## src/rtl/vector_demux_pkg.sv

```systemverilog
// Shared definitions for the element-serial float path (deserializer/serializer).
package vector_demux_pkg;

  localparam int FP_WIDTH = 32;

  typedef enum logic {FILL, FULL} state_t;

  // Slot-index width: max(1, clog2(n)).
  function automatic int idx_w(input int n);
    return (n <= 2) ? 1 : $clog2(n);
  endfunction

endpackage

```

## src/rtl/vector_demux_if.sv

```systemverilog
// Element-in / vector-out handshake bundle for vector_demux.
interface vector_demux_if
  import vector_demux_pkg::*;
#(
  parameter int VLEN = 4
);
  localparam int IDX_W = idx_w(VLEN);

  logic                     in_valid;
  logic                     in_ready;
  logic [FP_WIDTH-1:0]      num;
  logic [FP_WIDTH*VLEN-1:0] vec;
  logic                     out_valid;
  logic                     out_ready;
  logic [IDX_W:0]           fill_cnt;

  modport master (output in_valid, num, out_ready,
                  input  in_ready, vec, out_valid, fill_cnt);
  modport slave  (input  in_valid, num, out_ready,
                  output in_ready, vec, out_valid, fill_cnt);
endinterface

```

## src/rtl/vector_demux.sv

```systemverilog
// Collects serial 32-bit float words into a VLEN-element vector register.
// Optional VECTOR_DEMUX_PASSTHRU_EN: accept slot 0 in the same cycle as the handoff.
module vector_demux
  import vector_demux_pkg::*;
#(
  parameter int VLEN = 4
) (
  input  logic           clk,
  input  logic           rst_n,
  input  logic           clear,
  vector_demux_if.slave  bus
);
  localparam int                IDX_W    = idx_w(VLEN);
  localparam logic [IDX_W-1:0]  LAST_IDX = IDX_W'(VLEN - 1);
  localparam logic [IDX_W:0]    FULL_CNT = (IDX_W + 1)'(VLEN);

  state_t                           r_state;
  logic [IDX_W-1:0]                 r_idx;
  logic [IDX_W:0]                   r_fill;
  logic [VLEN-1:0][FP_WIDTH-1:0]    r_vec;
  logic                             w_in_ready;
  logic                             w_accept;

`ifdef VECTOR_DEMUX_PASSTHRU_EN
  assign w_in_ready = rst_n & ((r_state == FILL) | ((r_state == FULL) & bus.out_ready));
`else
  assign w_in_ready = rst_n & (r_state == FILL);
`endif
  assign w_accept = bus.in_valid & w_in_ready;

  always_ff @(posedge clk or negedge rst_n) begin
    if (!rst_n) begin
      r_state <= FILL;
      r_idx   <= '0;
      r_fill  <= '0;
      r_vec   <= '0;
    end else if (clear) begin
      // Abort drops any partial/held vector but leaves vec contents in place.
      r_state <= FILL;
      r_idx   <= '0;
      r_fill  <= '0;
    end else begin
      case (r_state)
        FILL: begin
          if (w_accept) begin
            r_vec[r_idx] <= bus.num;
            if (r_idx == LAST_IDX) begin
              r_idx   <= '0;
              r_fill  <= FULL_CNT;
              r_state <= FULL;
            end else begin
              r_idx  <= r_idx + 1'b1;
              r_fill <= r_fill + 1'b1;
            end
          end
        end
        FULL: begin
          if (bus.out_ready) begin
`ifdef VECTOR_DEMUX_PASSTHRU_EN
            if (w_accept) begin
              r_vec[0] <= bus.num;
              if (VLEN == 1) begin
                r_fill <= FULL_CNT;
              end else begin
                r_idx   <= IDX_W'(1);
                r_fill  <= (IDX_W + 1)'(1);
                r_state <= FILL;
              end
            end else
`endif
            begin
              r_fill  <= '0;
              r_state <= FILL;
            end
          end
        end
        default: r_state <= FILL;
      endcase
    end
  end

  assign bus.in_ready  = w_in_ready;
  assign bus.out_valid = (r_state == FULL);
  assign bus.vec       = r_vec;
  assign bus.fill_cnt  = r_fill;

endmodule

```

## src/flat_wrapper.sv

```systemverilog
// flat-port wrapper written by rule: the top's interface ports become plain ports
module vector_demux_flat import vector_demux_pkg::*;
#(
  parameter int VLEN = 4
)
  (clk, rst_n, clear, bus_in_valid, bus_num, bus_out_ready, bus_in_ready, bus_vec, bus_out_valid, bus_fill_cnt);
  vector_demux_if #(.VLEN(VLEN)) bus_i ();
  input  logic clk;
  input  logic rst_n;
  input  logic clear;
  input wire logic [$bits(bus_i.in_valid)-1:0] bus_in_valid;
  input wire logic [$bits(bus_i.num)-1:0] bus_num;
  input wire logic [$bits(bus_i.out_ready)-1:0] bus_out_ready;
  output wire logic [$bits(bus_i.in_ready)-1:0] bus_in_ready;
  output wire logic [$bits(bus_i.vec)-1:0] bus_vec;
  output wire logic [$bits(bus_i.out_valid)-1:0] bus_out_valid;
  output wire logic [$bits(bus_i.fill_cnt)-1:0] bus_fill_cnt;
  assign bus_i.in_valid = bus_in_valid;
  assign bus_i.num = bus_num;
  assign bus_i.out_ready = bus_out_ready;
  assign bus_in_ready = bus_i.in_ready;
  assign bus_vec = bus_i.vec;
  assign bus_out_valid = bus_i.out_valid;
  assign bus_fill_cnt = bus_i.fill_cnt;
  vector_demux #(.VLEN(VLEN)) u_core (.clk(clk), .rst_n(rst_n), .clear(clear), .bus(bus_i));
endmodule
```

## config.mk

```make
export PLATFORM = sky130hd
export DESIGN_NAME = vector_demux_flat
export DESIGN_NICKNAME = d
export VERILOG_FILES = /design/src/rtl/vector_demux_pkg.sv /design/src/rtl/vector_demux_if.sv /design/src/rtl/vector_demux.sv /design/src/flat_wrapper.sv
export SDC_FILE = /design/constraint.sdc
export NUM_CORES = 1
export LEC_CHECK = 0
export CAP_MARGIN = 20
export CORE_MARGIN = 1.5
export CORE_UTILIZATION = 38
export DETAILED_ROUTE_END_ITERATION = 10
export GPL_TIMING_DRIVEN = 1
export PLACE_DENSITY = 0.79
export SKIP_CTS_REPAIR_TIMING = 1
export SLEW_MARGIN = 15
export SYNTH_ARGS = -nofsm -noshare
export SYNTH_HDL_FRONTEND = slang
export SYNTH_SLANG_ARGS = --single-unit
```

## constraint.sdc

```tcl
create_clock -name clk -period 3.1 [get_ports clk]
set_input_delay 0.62 -clock clk [delete_from_list [all_inputs] [get_ports clk]]
set_output_delay 0.62 -clock clk [all_outputs]
set_load 0.03 [all_outputs]
```

Word-level counts from Yosys, hierarchy flattened. Cells that the tools add are included.

Mux-type cells: 17. Eq/ne operators: 4. Order comparisons: 2. Bitwise logic cells: 4. Reduce and logical (&&, ||, !) cells: 5. Add/subtract/negate cells: 2.

Operator list (number): bitwise mux 128 bit (1); demux 32 bit (select 2 bit) (1); two-way mux 32 bit (1); two-way mux 3 bit (4); two-way mux 2 bit (4); one-hot mux 3 bit (2 select lines) (1); two-way mux 1 bit (4); AND reduction 2 bit (2); adder 3 x 1 -> 3 bit, second input constant (1); less-than comparator 2 x 3 -> 1 bit, second input constant (1); inequality test 3 x 2 -> 1 bit, second input constant (1); inequality test 3 bit, second input constant (1); AND reduction 3 bit (1); adder 2 x 1 -> 2 bit, second input constant (1); bitwise AND 1 bit (2); equality test 2 bit, second input constant (1); >= comparator 2 x 1 -> 1 bit, second input constant (1); inequality test 2 bit, second input constant (1); inverter 1 bit (2); one-hot mux 1 bit (2 select lines) (1); nonzero test 2 bit (1); logical AND 1 bit (1).

Word-level logic and storage cells: 41. Bits of input ports: 37. Flip-flop bits (word level): 134.

Logic depth before layout (Yosys ltp). Gate-level depths: netlist of the first run.

Word-level depth: 6. Mapped depth: 5.

Least setup slack after synthesis of the first run. Ideal clock, no wire load.

Path kind: in2out. Start: input port rst_n. End: output port bus_in_ready. Required time: 2.480 ns. Path buffers: 0. Cell stages on the path: 1. Arrival time: 1.075 ns. Path slack: 1.405 ns. Cells stage by stage: nor2b_1.

Cells in the longest elaborated chain, start to end: 1.

RTL lines: start: declaration (RTL line flat_wrapper.sv:9) `input logic rst_n;`; bitwise AND 1 bit (RTL line vector_demux.sv:27) `assign w_in_ready = rst_n & (r_state == FILL);`; end: declaration (RTL line flat_wrapper.sv:14) `output wire logic [$bits(bus_i.in_ready)-1:0] bus_in_ready;`.

No other way between the ends.

Worst setup path in the final report of the first run.
Start: register u_core.r_state (netlist: u_core.bus.out_valid). End: output port bus_in_ready.

Cells in the longest elaborated chain, start to end: 2.

RTL lines: start: declaration (RTL line vector_demux.sv:17) `state_t r_state;`; start signal: assignment (RTL line vector_demux.sv:33) `r_state <= FILL;`; start signal: assignment (RTL line vector_demux.sv:39) `r_state <= FILL;`; start signal: assignment (RTL line vector_demux.sv:50) `r_state <= FULL;`; inverter 1 bit (no line); bitwise AND 1 bit (RTL line vector_demux.sv:27).

No other way between the ends.

==> results of run 1 <==
==> per-stage QoR <==
stage	cell area [sq um]	util (%)
CTS	7630	57.8
detailed placement	7050	53.5
floorplan	5130	-
global route	7630	57.8
finish	7630	57.8
global placement	7050	53.5
==> critical path: cells and delay by family, from the launching register on <==
family / cells / cell delay [ns]
DFF: 1 / 0.47
and+or+nand+nor: 1 / 0.16
buffers and inverters: 1 / 0.69
==> registers in the layout, summed over array words and instances, names as in the netlist <==
signal	count
u_core.r_idx	2
u_core.bus.fill_cnt	3
u_core.bus.out_valid	1
u_core.bus.vec	128
==> cells in the final DEF, fill, tap and decap left out <==
| cell type | count |
|---|---|
| clkdlybuf4s50_1 | 168 |
| dfrtp_1 | 134 |
| mux2_2 | 128 |
| clkbuf_16 | 17 |
| buf_4 | 9 |
| clkinv_2 | 7 |
| ha_1 | 6 |
| a21oi_1 | 5 |
| nand2_2 | 4 |
| nand2_1 | 4 |
| nor2b_1 | 3 |
| inv_1 | 3 |
| clkinvlp_4 | 3 |
| clkinv_4 | 2 |
| bufinv_16 | 2 |
| and3b_1 | 1 |
| nor2_1 | 1 |
| and4bb_2 | 1 |
| nand3b_1 | 1 |
| nand2b_1 | 1 |
| nand4b_1 | 1 |
| o41ai_1 | 1 |
| or4_1 | 1 |
| nand3_1 | 1 |
| or3_1 | 1 |
| o21ai_0 | 1 |
| o211ai_1 | 1 |
| clkbuf_8 | 1 |
| buf_6 | 1 |
| buf_12 | 1 |
==> cell type report <==
cell class	instances	area (sq um)
clock buffer	18	439
clock inverter	14	135
fill	1036	5560
inverter	3	11.3
multi-input combinational	162	1690
sequential	134	3350
tap	176	220
timing repair buffer	179	1780
==> synth_stat cells <==
| cell | count |
|---|---|
| ha_1 | 6 |
| mux2_2 | 128 |
| nand3_1 | 1 |
| or3_1 | 1 |
| buf_4 | 12 |
| a21oi_1 | 5 |
| or4_1 | 1 |
| nand3b_1 | 1 |
| nand2b_1 | 1 |
| nor2b_1 | 3 |
| inv_1 | 3 |
| o41ai_1 | 1 |
| nand2_1 | 8 |
| dfrtp_1 | 134 |
| and4bb_2 | 1 |
| o211ai_1 | 1 |
| nor2_1 | 1 |
| nand4b_1 | 1 |
| and3b_1 | 1 |
| o21ai_0 | 1 |
==> kinds of logic (layout without fill, tap and decap cells) <==
logic type | Yosys count | in the layout
buffers and inverters | 15 | 214
multiplexers | 128 | 128
adder cells (fa/ha/maj) | 6 | 6
AND/OR/NAND/NOR | 20 | 20
flip-flops | 134 | 134
AO/OA/AOI/OAI | 8 | 8
==> power groups by stage <==
stage                     sequential [mW]  clock, mW  combinational [mW]
final                                2.16       1.93                1.47
after detailed placement             2.19          0                1.48
after CTS                            2.16       1.98                1.48
after global routing                 2.19       2.04                1.53
after global placement               2.17          0                1.45
after floorplan                      2.69          0               0.249
==> worst paths after layout <==
path	startpoint	end	slack, ns	depth (start not counted)
min in group clk	u_core.bus.vec[42]	u_core.bus.vec[42]	0.50	1
min reg2reg	u_core.bus.vec[42]	u_core.bus.vec[42]	0.50	1
min	rst_n	u_core.bus.vec[59]	0.04	1
max reg2reg	u_core.bus.out_valid	u_core.bus.vec[72]	1.31	4
max	u_core.bus.out_valid	bus_in_ready	0.75	2
max in group asynchronous	rst_n	u_core.bus.vec[72]	1.34	3
==> routing by layer <==
layer | track usage (%) | vias up | routed length (um)
met1 | 21.8 | 1664 | 5020
met2 | 29.7 | 108 | 6080
li1 | - | 1481 | -
met5 | 0 | - | 0
met4 | 7.08 | 0 | 221
met3 | 6.18 | 20 | 729
==> impl_metrics.toml, run 1 <==
[outcome]
status = "completed"

[grt]
antenna_found_initial = 0
grt_usage_pct = 18.1
grt_pass1_vias = 3667
overflow = 0
grt_pass1_wl_mm = 19.5
grt_max_degree = 65

[place]
place_inst = 654
dpl.hpwl_mm = 8.47
gp_congestion = 0.806
placement.io_buffers = 169
place_ws_ns = 0.557

[pwr]
leakagePower_nw = 3.49
irDropWorstVdd_v = 0.000334
clkPwrFrac_pct = 34.7
p_sw_mw = 1.68
finalPower_mw = 5.55
share_seq_of_total_power_pct = 38.9
p_int_mw = 3.88
pwr_density_cell_nw_per_um2 = 728
netSwitchingFraction_pct = 30.2
combPwrFrac_pct = 26.4

[worst_setup_path]
crit_path_start_kind = "flip-flop"
crit_arrival_ns = 1.73
end_kind = "primary output"
required_ns = 2.48
cpMaxStageDelayCell = "clkdlybuf4s50_1"
critPathMaxFanout = 9
cpPeakStageDelay_ns = 0.69
critical_path_class = "reg2out"
cp_cell_sequence = "nor2b_1 -> clkdlybuf4s50_1"

[synthesis]
netlist_area_sq_um = 5130
syn_inst = 311
synth-adder-area-share_pct = 1.46
synth_xor_area_share_pct = 0
synth_top_area_cell = "dfrtp_1"
synth.distinct_cells = 20
yosys-mux-area-fraction_pct = 28.1
ys_seq_elements = 134
avgSynthCellArea_sq_um = 16.5
ys_warn_count = 0
synth_compound_area_share_pct = 0.902
synthSimpleGateAreaFrac_pct = 2.24
synth_top_family_by_area = "multiplexers"
yosysTopAreaCellShare_pct = 65.3
seq_area_frac_synth_pct = 65.3
syn_nets = 354
yosys-top-cells-area = "dfrtp_1, mux2_2, buf_4, ha_1, nand2_1"

[final_layout]
syn_to_final_growth_pct = 48.6
drive_gt1_share_pct = 34.5
antennaDiodeCount = 0
fin_cells = 686
final_nets = 540

[timing]
drv_slew = 0
skew_ns = 0.0131
setup_viol = 0
fmax_mhz = 425
hold_slack_ns = 0.0402
hold_viol_final = 0
period_needed_ns = 2.35
rsz0062_at_grt = "no"
fin_crit_sh_pct = 75.9
max_slew_margin_pct = 47.5
worst_slack_ns = 0.747
worst_slew_pin_slew_ns = 0.788
fin_tns_setup_ns = 0

[floorplan]
die_w_um = 119
rows = 42
initial_core_util_pct = 38.9
core-area_sq_um = 13200
die_h_um = 119
die-area_sq_um = 14200
pin_count = 170

[cts]
cts_made_buffers = 17
clk_pin_slew_ns = 0.06
cts_tree = "yes"
cts_sinks = 134
insertion_delay_ns = 0.42
cts_root_buf = "clkbuf_16"
htree_num_levels = 4
clk_path_buf_depth = 2

[detailed_routing]
ant_nets = 0
drt-initial-drc-count = 175
vias = 3273
first_pass_iters = 6
wl_per_cell_um = 17.6
drc = 0
wirelength_mm = 12.0
viasPerCell = 4.77

[min_path]
min_path_type = "in2async"

[flow_run]
max-cap-violations = 0
Note: power is estimated with default switching activity, not from simulation.
==> run 2, diff against run 1 <==
clock period = 2.2 ns   (was 3.1 ns; I/O delays follow)
==> run 2 against run 1 <==
Effect of this change: die area stayed put; worst setup slack worse by 0.59 ns; cell count is 0.44% higher; first-iteration DRC count is 9.1% lower; count of clock-buffer cells in the layout is 2 higher.
==> impl_metrics.toml, run 2 (synthesis results as in run 1) <==
[floorplan]
pin_count = 170
rows = 42
die-area_sq_um = 14200
die_w_um = 119
core-area_sq_um = 13200
initial_core_util_pct = 38.9
die_h_um = 119

[grt]
overflow = 0
grt_max_degree = 82
grt_pass1_vias = 3642
grt_pass1_wl_mm = 19.8
grt_usage_pct = 18.5
antenna_found_initial = 0

[flow_run]
max-cap-violations = 0

[cts]
cts_sinks = 134
cts_made_buffers = 17
clk_pin_slew_ns = 0.06
cts_tree = "yes"
htree_num_levels = 4
insertion_delay_ns = 0.42
clk_path_buf_depth = 2
cts_root_buf = "clkbuf_16"

[final_layout]
design_area_sq_um = 7820
fillers = 1006
syn_to_final_growth_pct = 52.4
antennaDiodeCount = 0
drive_gt1_share_pct = 34.9
final_nets = 543
final_common_cell = "clkdlybuf4s50_1"
multi_input_area_sq_um = 1690
layout_common_cells = "clkdlybuf4s50_1, dfrtp_1, mux2_2, clkbuf_16"
utilization_pct = 59.3
largest_reg_flops = 128
seqCellArea_sq_um = 3350

[worst_setup_path]
r2r_start = "u_core.bus.out_valid"
required_ns = 1.76
ff2ff_setup_slack_ns = 0.57
cp.depth = 1
crit_path_start_kind = "flip-flop"
end_kind = "primary output"
path_buf_inv = 1
worst_r2r_endpoint = "u_core.bus.vec[21]"
cp_top_family = "buffers and inverters"
crit_arrival_ns = 1.60
cp_cell_sequence = "clkdlybuf4s50_1"
cpMaxStageDelayCell = "clkdlybuf4s50_1"
r2r_cells = 4
crit_start = "u_core.bus.out_valid"
critPathMaxFanout = 9
cpPeakStageDelay_ns = 0.72
critical_path_class = "reg2out"

[pwr]
pwr_density_cell_nw_per_um2 = 1060
netSwitchingFraction_pct = 29.0
finalPower_mw = 8.29
share_seq_of_total_power_pct = 36.8
irDropWorstVdd_v = 0.000546
p_sw_mw = 2.40
leakagePower_nw = 3.58
clkPwrFrac_pct = 37.9
p_int_mw = 5.89
combPwrFrac_pct = 25.3

[timing]
fin_crit_sh_pct = 92.9
period_needed_ns = 2.04
drv_slew = 0
worst_slew_pin_slew_ns = 0.662
max_slew_margin_pct = 55.9
skew_ns = 0.00735
fmax_mhz = 489
hold_viol_final = 0
fin_tns_setup_ns = 0
rsz0062_at_grt = "no"
setup_viol = 0

[detailed_routing]
wl_per_cell_um = 18.2
viasPerCell = 4.91
drc = 0
drt-initial-drc-count = 159
ant_nets = 0
wirelength_mm = 12.6
vias = 3383
first_pass_iters = 4

[place]
dpl-instance-area_sq_um = 7120
dpl.hpwl_mm = 8.71
gp_congestion = 0.703
placement.io_buffers = 169

[outcome]
status = "completed"

[min_path]
min_path_type = "in2async"
-- run 2: changes by cell type in the layout (fill, tap and decap cells not counted), sizes merged, moves of 2 or more --
cell	before	now
clkbuf	18	20
clkinv	9	4
buf	11	14
bufinv	2	5
-- run 2: worst max path at each step --
stage | to | slack [ns]
final | bus_out_valid | 0.16
after global routing | bus_out_valid | 0.07
after CTS | bus_out_valid | 0.12
after detailed placement | u_core.bus.vec[21] | 0.16
after global placement | u_core.bus.vec[104] | 0.22
after floorplan | u_core.bus.vec[100] | 0.55
-- run 2: power groups by stage --
stage	Sequential, mW	Combinational (mW)	Clock, mW
final	3.05	2.10	3.14
after CTS	3.05	2.12	3.20
after global routing	3.09	2.19	3.29
after detailed placement	3.09	2.10	0
after floorplan	3.79	0.352	0
after global placement	3.07	2.06	0
-- run 2: cell type report --
| cell class | count | area share (%) |
|---|---|---|
| clock buffer | 20 | 5.97 |
| clock inverter | 12 | 2.53 |
| inverter | 3 | 0.144 |
| multi-input combinational | 162 | 21.6 |
| sequential | 134 | 42.9 |
| tap | 176 | 2.82 |
| timing repair buffer | 182 | 24.1 |
-- run 2: through the flow --
step	hold WS, ns	setup slack [ns]	instances
2_1_floorplan	0.144	0.552	311
3_3_place_gp	0.232	0.219	655
3_5_place_dp	0.231	0.158	655
4_1_cts	-0.220	0.123	687
5_1_grt	0.435	0.0672	689
6_report	0.420	0.156	689
-- run 2: worst reg2reg max path: stages, from the launching register on --
cell and delay [ns]:
dfrtp_1 0.47, and4bb_2 0.33, nand2_2 0.11, buf_4 0.22, mux2_2 0.38
-- run 2: metal layers --
layer | global-route usage (%) | part of all wire (%)
met5 | 0 | 0
met3 | 5.94 | 6.5
met1 | 21.2 | 39
met2 | 31.8 | 52
met4 | 8.06 | 1.7
